### src/rtl/subneg_prog_loader.sv
// rtl/subneg_prog_loader.sv - byte-serial framed program loader for the SUBNEG core memory
module subneg_prog_loader #(
  parameter int          MEM_DEPTH = 22,
  parameter int          ADDR_W    = 5,
  parameter logic [7:0]  HDR_BYTE  = 8'hA5
) (
  input  logic              clk,
  input  logic              reset,
  input  logic [7:0]        in_data,
  input  logic              in_strobe,
  output logic              wr_en,
  output logic [ADDR_W-1:0] wr_addr,
  output logic [7:0]        wr_data,
  output logic              cpu_run,
  output logic              load_err,
  output logic              busy
);

  typedef enum logic [2:0] {
    S_IDLE = 3'd0,
    S_LEN  = 3'd1,
    S_DATA = 3'd2,
    S_CSUM = 3'd3,
    S_RUN  = 3'd4,
    S_ERR  = 3'd5
  } state_t;

  localparam logic [ADDR_W-1:0] ADDR_ONE = ADDR_W'(1);
  localparam logic [7:0]        LEN_MAX  = 8'(MEM_DEPTH);

  state_t            r_state, w_next_state;
  logic              r_sync1, r_sync2, r_sync_d;
  logic [ADDR_W-1:0] r_len, w_next_len;
  logic [ADDR_W-1:0] r_addr, w_next_addr;
  logic [7:0]        r_sum, w_next_sum;
  logic              r_wr_en, w_next_wr_en;
  logic [ADDR_W-1:0] r_wr_addr, w_next_wr_addr;
  logic [7:0]        r_wr_data, w_next_wr_data;
  logic              r_cpu_run, w_next_run;
  logic              r_load_err, w_next_err;
  logic              r_busy, w_next_busy;
  logic              w_evt;
  logic              w_hdr;
  logic [7:0]        w_sum_add;

  // One event per synchronized rising edge of the host strobe
  assign w_evt     = r_sync2 & ~r_sync_d;
  assign w_hdr     = (in_data == HDR_BYTE);
  assign w_sum_add = r_sum + in_data;

  always_comb begin
    w_next_state   = r_state;
    w_next_len     = r_len;
    w_next_addr    = r_addr;
    w_next_sum     = r_sum;
    w_next_wr_en   = 1'b0;
    w_next_wr_addr = r_wr_addr;
    w_next_wr_data = r_wr_data;
    w_next_run     = r_cpu_run;
    w_next_err     = r_load_err;
    if (w_evt) begin
      case (r_state)
        S_IDLE: if (w_hdr) begin
          w_next_state = S_LEN;
          w_next_err   = 1'b0;
          w_next_run   = 1'b0;
        end
        S_LEN: if (in_data >= 8'd1 && in_data <= LEN_MAX) begin
          w_next_state = S_DATA;
          w_next_len   = in_data[ADDR_W-1:0];
          w_next_addr  = '0;
          w_next_sum   = '0;
        end else begin
          w_next_state = S_ERR;
          w_next_err   = 1'b1;
          w_next_run   = 1'b0;
        end
        S_DATA: begin
          w_next_wr_en   = 1'b1;
          w_next_wr_addr = r_addr;
          w_next_wr_data = in_data;
          w_next_sum     = w_sum_add;
          if (r_addr == r_len - ADDR_ONE) w_next_state = S_CSUM;
          else                            w_next_addr  = r_addr + ADDR_ONE;
        end
        S_CSUM: if (w_sum_add == 8'd0) begin
          w_next_state = S_RUN;
          w_next_run   = 1'b1;
        end else begin
          w_next_state = S_ERR;
          w_next_err   = 1'b1;
          w_next_run   = 1'b0;
        end
        S_RUN: if (w_hdr) begin
          w_next_state = S_LEN;
          w_next_run   = 1'b0;
        end
        S_ERR: if (w_hdr) begin
          w_next_state = S_LEN;
          w_next_err   = 1'b0;
        end
        default: w_next_state = S_IDLE;
      endcase
    end
    w_next_busy = (w_next_state == S_LEN) || (w_next_state == S_DATA) ||
                  (w_next_state == S_CSUM);
  end

  always_ff @(posedge clk or posedge reset) begin
    if (reset) begin
      r_state    <= S_IDLE;
      r_sync1    <= 1'b0;
      r_sync2    <= 1'b0;
      r_sync_d   <= 1'b0;
      r_len      <= '0;
      r_addr     <= '0;
      r_sum      <= '0;
      r_wr_en    <= 1'b0;
      r_wr_addr  <= '0;
      r_wr_data  <= '0;
      r_cpu_run  <= 1'b0;
      r_load_err <= 1'b0;
      r_busy     <= 1'b0;
    end else begin
      r_state    <= w_next_state;
      r_sync1    <= in_strobe;
      r_sync2    <= r_sync1;
      r_sync_d   <= r_sync2;
      r_len      <= w_next_len;
      r_addr     <= w_next_addr;
      r_sum      <= w_next_sum;
      r_wr_en    <= w_next_wr_en;
      r_wr_addr  <= w_next_wr_addr;
      r_wr_data  <= w_next_wr_data;
      r_cpu_run  <= w_next_run;
      r_load_err <= w_next_err;
      r_busy     <= w_next_busy;
    end
  end

  assign wr_en    = r_wr_en;
  assign wr_addr  = r_wr_addr;
  assign wr_data  = r_wr_data;
  assign cpu_run  = r_cpu_run;
  assign load_err = r_load_err;
  assign busy     = r_busy;

endmodule

### config.mk
export PLATFORM = sky130hd
export DESIGN_NAME = subneg_prog_loader
export DESIGN_NICKNAME = d
export VERILOG_FILES = /design/src/rtl/subneg_prog_loader.sv
export SDC_FILE = /design/constraint.sdc
export NUM_CORES = 1
export LEC_CHECK = 0
export CORE_UTILIZATION = 48
export CTS_BUF_LIST = sky130_fd_sc_hd__clkbuf_16
export DETAILED_ROUTE_END_ITERATION = 10
export DONT_BUFFER_PORTS = 1
export PLACE_DENSITY = 0.62
export SETUP_SLACK_MARGIN = 0.4
export SLEW_MARGIN = 5
export SYNTH_ARGS = -nofsm -noshare
export SYNTH_HDL_FRONTEND = slang
export SYNTH_SLANG_ARGS = --single-unit
export TNS_END_PERCENT = 20
### constraint.sdc
create_clock -name clk -period 4.1 [get_ports clk]
set_input_delay 0.615 -clock clk [delete_from_list [all_inputs] [get_ports clk]]
set_output_delay 0.615 -clock clk [all_outputs]
set_load 0.005 [all_outputs]
==> out/results.txt, run 1 <==
status = completed
largest area contributor in the netlist = dfrtp_1
gr usage total = 0.206
synth top area cells = dfrtp_1, nand2_1, ha_1
Root Driver = clkbuf_16
Die W = 69.9 um
DIE HEIGHT = 69.9 um
highest clock rate = 0.411 GHz
cts repair resizes = 0
Max Root-Sink Buffers = 2
Final ANT Viol Nets = 0
CP Max Fanout = 16
area occupied by multi-input gates = 0.00112 sq mm
number of synthesized flops with an enable pin = 0
Avg WL per Cell = 15.7 um
Top Ports = 28
Syn Std Cell Area = 0.00221 sq mm
Clock Pin Slew Worst Setup and Hold Paths = 0.06 ns
DP Wirelength = 3230 um
final-report hold violation count = 0
initial antenna violation count = 0
Num CTS Buffers = 5
total of max-cap violations = 0
hold crit path type = in2async
Fillers = 399
Max transition margin = 0.452
crit path DAT = 2.59 ns
Hold Buf Count CTS = 0
leakage = 1.08 nW
Area Growth Syn to Fin = 8.54%
Max Transition Viols Final = 0
post-synth top area share = 0.464
Synth Warn # = 0
# clock sinks = 41
placer congestion estimate = 0.810
I/O Buffers = 0
slowest stage delay, CP = 0.68 ns
# H-tree levels = 2
diode count = 0
Post-Synthesis Mean Instance Area = 9.15 sq um
number of synthesized register bits = 41
highest-delay cell along the critical path = nand4_1
unrepaired setup endpoints after global routing = false
first-pass GRT wire length = 7850 um
Unique masters post-synth = 42
Max VDD drop = 0.320 mV
vias = 1682
Die ar. = 0.00489 sq mm
Tcrit/Tclk final = 0.593
Initial Utilization = 0.505
WL final = 4670 um
grt total ovfl = 0
final setup TNS = 0 ns
worst-skew pair later-pin latency = 0.28 ns
core footprint = 0.00438 sq mm
layout cell share with drive strength beyond 1 = 0.0571
Nets = 265
Synth async-reset ratio = 1.00
crit path time final = 2.43 ns
Setup CP Type = reg2reg
Post-synth top flop = dfrtp_1
DRT Pass-1 Iters = 4
Initial DRC Count = 66
setup violators final = 0
cells after synthesis = 242
CP Cell Sequence = nand2b_1 > nor3_1 > nand4_1 > a211oi_1 > xnor2_1 > nor2_1
row count = 24
crit path capture type = flop
worst slew pin tran = 0.819 ns
clk_skew = 0.00608 ns
largest net degree at the start of global routing = 41
Worst EP required = 4.25 ns
post-synthesis sequential area ratio = 0.464
postcts setup bufs = 0
vias in the first global route = 1644
syn nets = 263
CP Launch Type = flop
Core Util, Final = 0.548
power density over the cells = 568 mW/mm^2
Remaining DRCs = 0
Reg area = 0.00103 sq mm
CTS tree = yes
Vias/cell = 5.66
==> synthesized netlist by cell type (3+ instances only) <==
master / number
nand2_1: 59
dfrtp_1: 41
nand3_1: 16
o21ai_0: 13
xnor2_1: 12
a21oi_1: 9
ha_1: 9
inv_1: 9
nor2_1: 9
nor3_1: 8
a211oi_1: 5
xor2_1: 5
clkbuf_1: 4
nand4_1: 4
buf_2: 3
o31ai_1: 3
==> critical path: cells and delay by family, from the launching register on <==
kind / cells / cell delay, ns
flip-flops: 1 / 0.45
AND/OR/NAND/NOR: 4 / 1.18
XOR/XNOR: 1 / 0.16
AO/OA/AOI/OAI: 1 / 0.51
==> layout make-up <==
cell class                 instances  share of cell area
multi-input combinational        185               0.468
sequential                        41               0.427
tap                               52              0.0271
clock inverter                     3             0.00573
inverter                           9              0.0141
timing repair buffer               2             0.00625
clock buffer                       5              0.0521
==> worst paths after layout <==
path	cells after the start	endpoint	from	slack, ns
worst min register to register	0	r_sync2	r_sync1	0.35
min in group clk	0	r_sync2	r_sync1	0.35
max in group asynchronous	2	r_sync1	reset	3.36
worst min-delay path	1	wr_en	reset	0.07
worst max register to register	6	r_addr[4]	r_state[2]	1.67
worst max-delay path	6	r_addr[4]	r_state[2]	1.67
==> layer usage <==
metal | up-vias | wire length [um] | track usage
li1 | 850 | - | -
met2 | 33 | 2090 | 0.311
met3 | 6 | 198 | 0.0491
met1 | 793 | 2310 | 0.287
met5 | - | 0 | 0
met4 | 0 | 73 | 0.0800
==> registers in the layout, summed over array words and instances (netlist names), 3 cells and up <==
name	flops
r_addr	5
r_len	5
r_state	3
r_sum	8
wr_addr	5
wr_data	8
==> cells in the final DEF (no fill, tap or decap), types with 2 or more instances in the layout <==
master | synthesis | layout
nand3_1 | 16 | 16
nor2_1 | 9 | 9
xor2_1 | 5 | 5
a211oi_1 | 5 | 5
nor3_1 | 8 | 8
ha_1 | 9 | 9
nand2b_1 | 2 | 2
nand4_1 | 4 | 4
a311oi_1 | 2 | 2
or3_1 | 2 | 2
clkinv_2 | 0 | 2
dfrtp_1 | 41 | 41
o21ai_0 | 13 | 13
a21o_1 | 2 | 2
clkbuf_16 | 0 | 5
inv_1 | 9 | 10
and4_1 | 2 | 2
nand2_1 | 59 | 59
o31ai_1 | 3 | 3
a21oi_1 | 9 | 9
mux2i_1 | 2 | 2
buf_4 | 0 | 2
xnor2_1 | 12 | 12
nor2b_1 | 2 | 2
==> power by group <==
part | switching (mW) | internal, mW | leakage, nW | total [mW]
registers | 0.0825 | 0.511 | 0.498 | 0.594
clock network | 0.150 | 0.221 | 0.0748 | 0.370
logic | 0.225 | 0.176 | 0.508 | 0.400
total | 0.457 | 0.908 | 1.08 | 1.36
==> logic make-up (layout without fill, tap and decap cells) <==
logic type | Yosys count | count (layout) | share of synthesized area
DFF | 41 | 41 | 0.464
xor gates and xnor gates | 17 | 17 | 0.0673
muxes | 2 | 2 | 0.00905
and+or+nand+nor | 110 | 110 | 0.227
AOI/OAI and AO/OA | 46 | 46 | 0.144
adders and majority gates | 10 | 10 | 0.0599
buffers and inverters | 16 | 19 | 0.0288
==> per-stage QoR <==
stage | total power [mW] | cell area [sq um] | cells | hold slack, ns | setup WS, ns
after floorplan | 0.915 | 2210 | 242 | 0.331 | 1.68
after global placement | 0.997 | 2260 | 289 | 0.336 | 1.52
after detailed placement | 1.00 | 2260 | 289 | 0.340 | 1.49
after CTS | 1.38 | 2400 | 297 | 0.0599 | 1.65
after global routing | 1.46 | 2400 | 297 | 0.0567 | 1.41
final | 1.36 | 2400 | 297 | 0.0655 | 1.67
(Power assumes the default switching activity.)
==> run 2: changes to the inputs <==
--- a/config.mk
+++ b/config.mk
@@ -9,7 +9,7 @@
 export CTS_BUF_LIST = sky130_fd_sc_hd__clkbuf_16
 export DETAILED_ROUTE_END_ITERATION = 10
 export DONT_BUFFER_PORTS = 1
-export PLACE_DENSITY = 0.62
+export PLACE_DENSITY = 0.64
 export SETUP_SLACK_MARGIN = 0.4
 export SLEW_MARGIN = 5
 export SYNTH_ARGS = -nofsm -noshare
==> constraint.sdc (replaced) <==
create_clock -name clk -period 2.2 [get_ports clk]
set_input_delay 0.33 -clock clk [delete_from_list [all_inputs] [get_ports clk]]
set_output_delay 0.33 -clock clk [all_outputs]
set_load 0.005 [all_outputs]
==> run 2 against run 1 <==
  * Power grew 93%
  * Clock skew hardly changed
  * Routed wire length up 2.4%
  * Hold slack improved by 0.0015 ns
  * Critical path depth increased by 2
  * Sequential share of layout area shrank 2.3 points
  * First-iteration DRC count rose by 11%
  * Final area grew 5.8%
  * Critical path type unchanged
==> out/results.txt, run 2 (same netlist as run 1, synthesis figures left out) <==
Clock Pin Slew Worst Setup and Hold Paths = 0.06 ns (about the same)
Max transition margin = 0.653 (+0.201)
crit path capture type = flop
CP Launch Type = flop
status = completed
grt total ovfl = 0 (unchanged)
core footprint = 0.00438 sq mm (unchanged)
final worst slack = 0.0320 ns (-1.64 ns)
Placed Area = 0.00231 sq mm (+2.0%)
CTS tree = yes
worst-skew pair later-pin latency = 0.28 ns (about the same)
# H-tree levels = 2 (unchanged)
# clock sinks = 41 (unchanged)
vias = 1780 (+5.8%)
Num CTS Buffers = 5 (unchanged)
Initial Utilization = 0.505 (unchanged)
most frequent cells in the layout = nand2_1, dfrtp_1, nand3_1, xnor2_1, o21ai_0
WL final = 4780 um (+2.4%)
unrepaired setup endpoints after global routing = true
Max VDD drop = 0.629 mV (+97%)
Nets = 273 (+3.0%)
leading cell type in the layout, fill and taps excluded = nand2_1
Hold Buf Count CTS = 0 (unchanged)
Avg WL per Cell = 15.7 um (-0.26%)
Initial DRC Count = 73 (+11%)
CP Max Fanout = 2 (-14)
Top Ports = 28 (unchanged)
total of max-cap violations = 0 (unchanged)
largest net degree at the start of global routing = 42 (+2.4%)
Fillers = 386 (-3.3%)
finished layout cell area = 0.00254 sq mm (+5.8%)
Area Growth Syn to Fin = 14.8%
Die ar. = 0.00489 sq mm (unchanged)
first-pass GRT wire length = 8240 um (+5.0%)
power density over the cells = 1040 mW/mm^2 (+82%)
Root Driver = clkbuf_16
initial antenna violation count = 0 (unchanged)
row count = 24 (unchanged)
worst slew pin tran = 0.520 ns (-0.299 ns)
I/O Buffers = 0 (unchanged)
Max Root-Sink Buffers = 2 (unchanged)
DP Wirelength = 3380 um (+4.6%)
clk_skew = 0.00605 ns (-0.0000280 ns)
Die W = 69.9 um (unchanged)
vias in the first global route = 1754 (+6.7%)
Vias/cell = 5.84 (+3.1%)
gr usage total = 0.215 (+0.00964)
final-report hold violation count = 0 (unchanged)
placer congestion estimate = 0.868 (+7.2%)
Reg area = 0.00103 sq mm (+0.12%)
Core Util, Final = 0.580 (+0.0317)
crit path time final = 2.17 ns (-0.265 ns)
crit path DAT = 2.34 ns (-0.25 ns)
Hold WS = 0.0670 ns (+0.00152 ns)
highest clock rate = 0.461 GHz (+12%)
setup violators final = 0 (unchanged)
DRT Pass-1 Iters = 4 (unchanged)
diode count = 0 (unchanged)
Tcrit/Tclk final = 0.985 (+0.392)
DIE HEIGHT = 69.9 um (unchanged)
Setup CP Type = reg2reg
Remaining DRCs = 0 (unchanged)
Final ANT Viol Nets = 0 (unchanged)
final setup TNS = 0 ns (unchanged)
leakage = 1.12 nW (+3.8%)
worst slack at placement = 0.0170 ns (-1.48 ns)
area occupied by multi-input gates = 0.00119 sq mm (+5.6%)
hold crit path type = in2async
Max Transition Viols Final = 0 (unchanged)
Worst EP required = 2.37 ns (-1.88 ns)
layout cell share with drive strength beyond 1 = 0.158 (+0.101)
-- run 2: changes by cell type in the layout (fill, tap and decap cells not counted), moves of 3 or more --
cell      before  now
a211oi_2       0    4
buf_4          2    7
a211oi_1       5    1
buf_6          0    3
-- run 2: worst max-delay path: stages (launching register included) --
cell and delay, ns:
dfrtp_1 0.39, ha_2 0.19, fa_2 0.36, a211oi_2 0.22, o21bai_1 0.10, a21oi_1 0.19, xor2_1 0.22, nand3_2 0.11
a32o_2 0.27
-- run 2: metrics by stage --
| step | power (mW) | cells |
|---|---|---|
| detailed placement | 1.91 | 294 |
| global placement | 1.89 | 294 |
| floorplan | 1.72 | 242 |
| global route | 2.83 | 305 |
| finish | 2.63 | 305 |
| CTS | 2.64 | 304 |
-- run 2: timing repair --
| item | 4_1_cts | 5_1_grt |
|---|---|---|
| buffers inserted | 2 | 1 |
| gates resized for setup | 6 | 15 |
| endpoints found under the setup margin | 21 | 30 |
| pin swaps | 3 | 9 |
-- run 2: area by class of cell --
class                   count  share of cell area
clock inverters             3             0.00542
repair buffers             10              0.0340
inverters                   9              0.0148
well taps                  52              0.0256
multi-input cells         185               0.467
flip-flops and latches     41               0.404
clock buffers               5              0.0492
-- run 2: routing by layer --
layer	part of all wire	track usage	routed length [um]
met1	0.47	0.277	2260
met5	0	0	0
met3	0.034	0.0505	162
met4	0.015	0.0911	71
met2	0.48	0.348	2280
-- run 2: path summary, 6_finish.rpt --
check                          start    endpoint  slack, ns  depth (start not counted)
max reg2reg                 r_sum[0]    load_err       0.03                          8
min in group clk           in_strobe     r_sync1       0.08                          0
max in group asynchronous      reset  r_state[1]       1.74                          2
max                         r_sum[0]    load_err       0.03                          8
min                            reset    r_sum[2]       0.07                          2
min reg2reg                  r_sync1     r_sync2       0.35                          0
-- run 2: where the power goes --
group          internal [mW]  switching, mW
logic                  0.381          0.450
clock network          0.412          0.285
registers              0.953          0.154
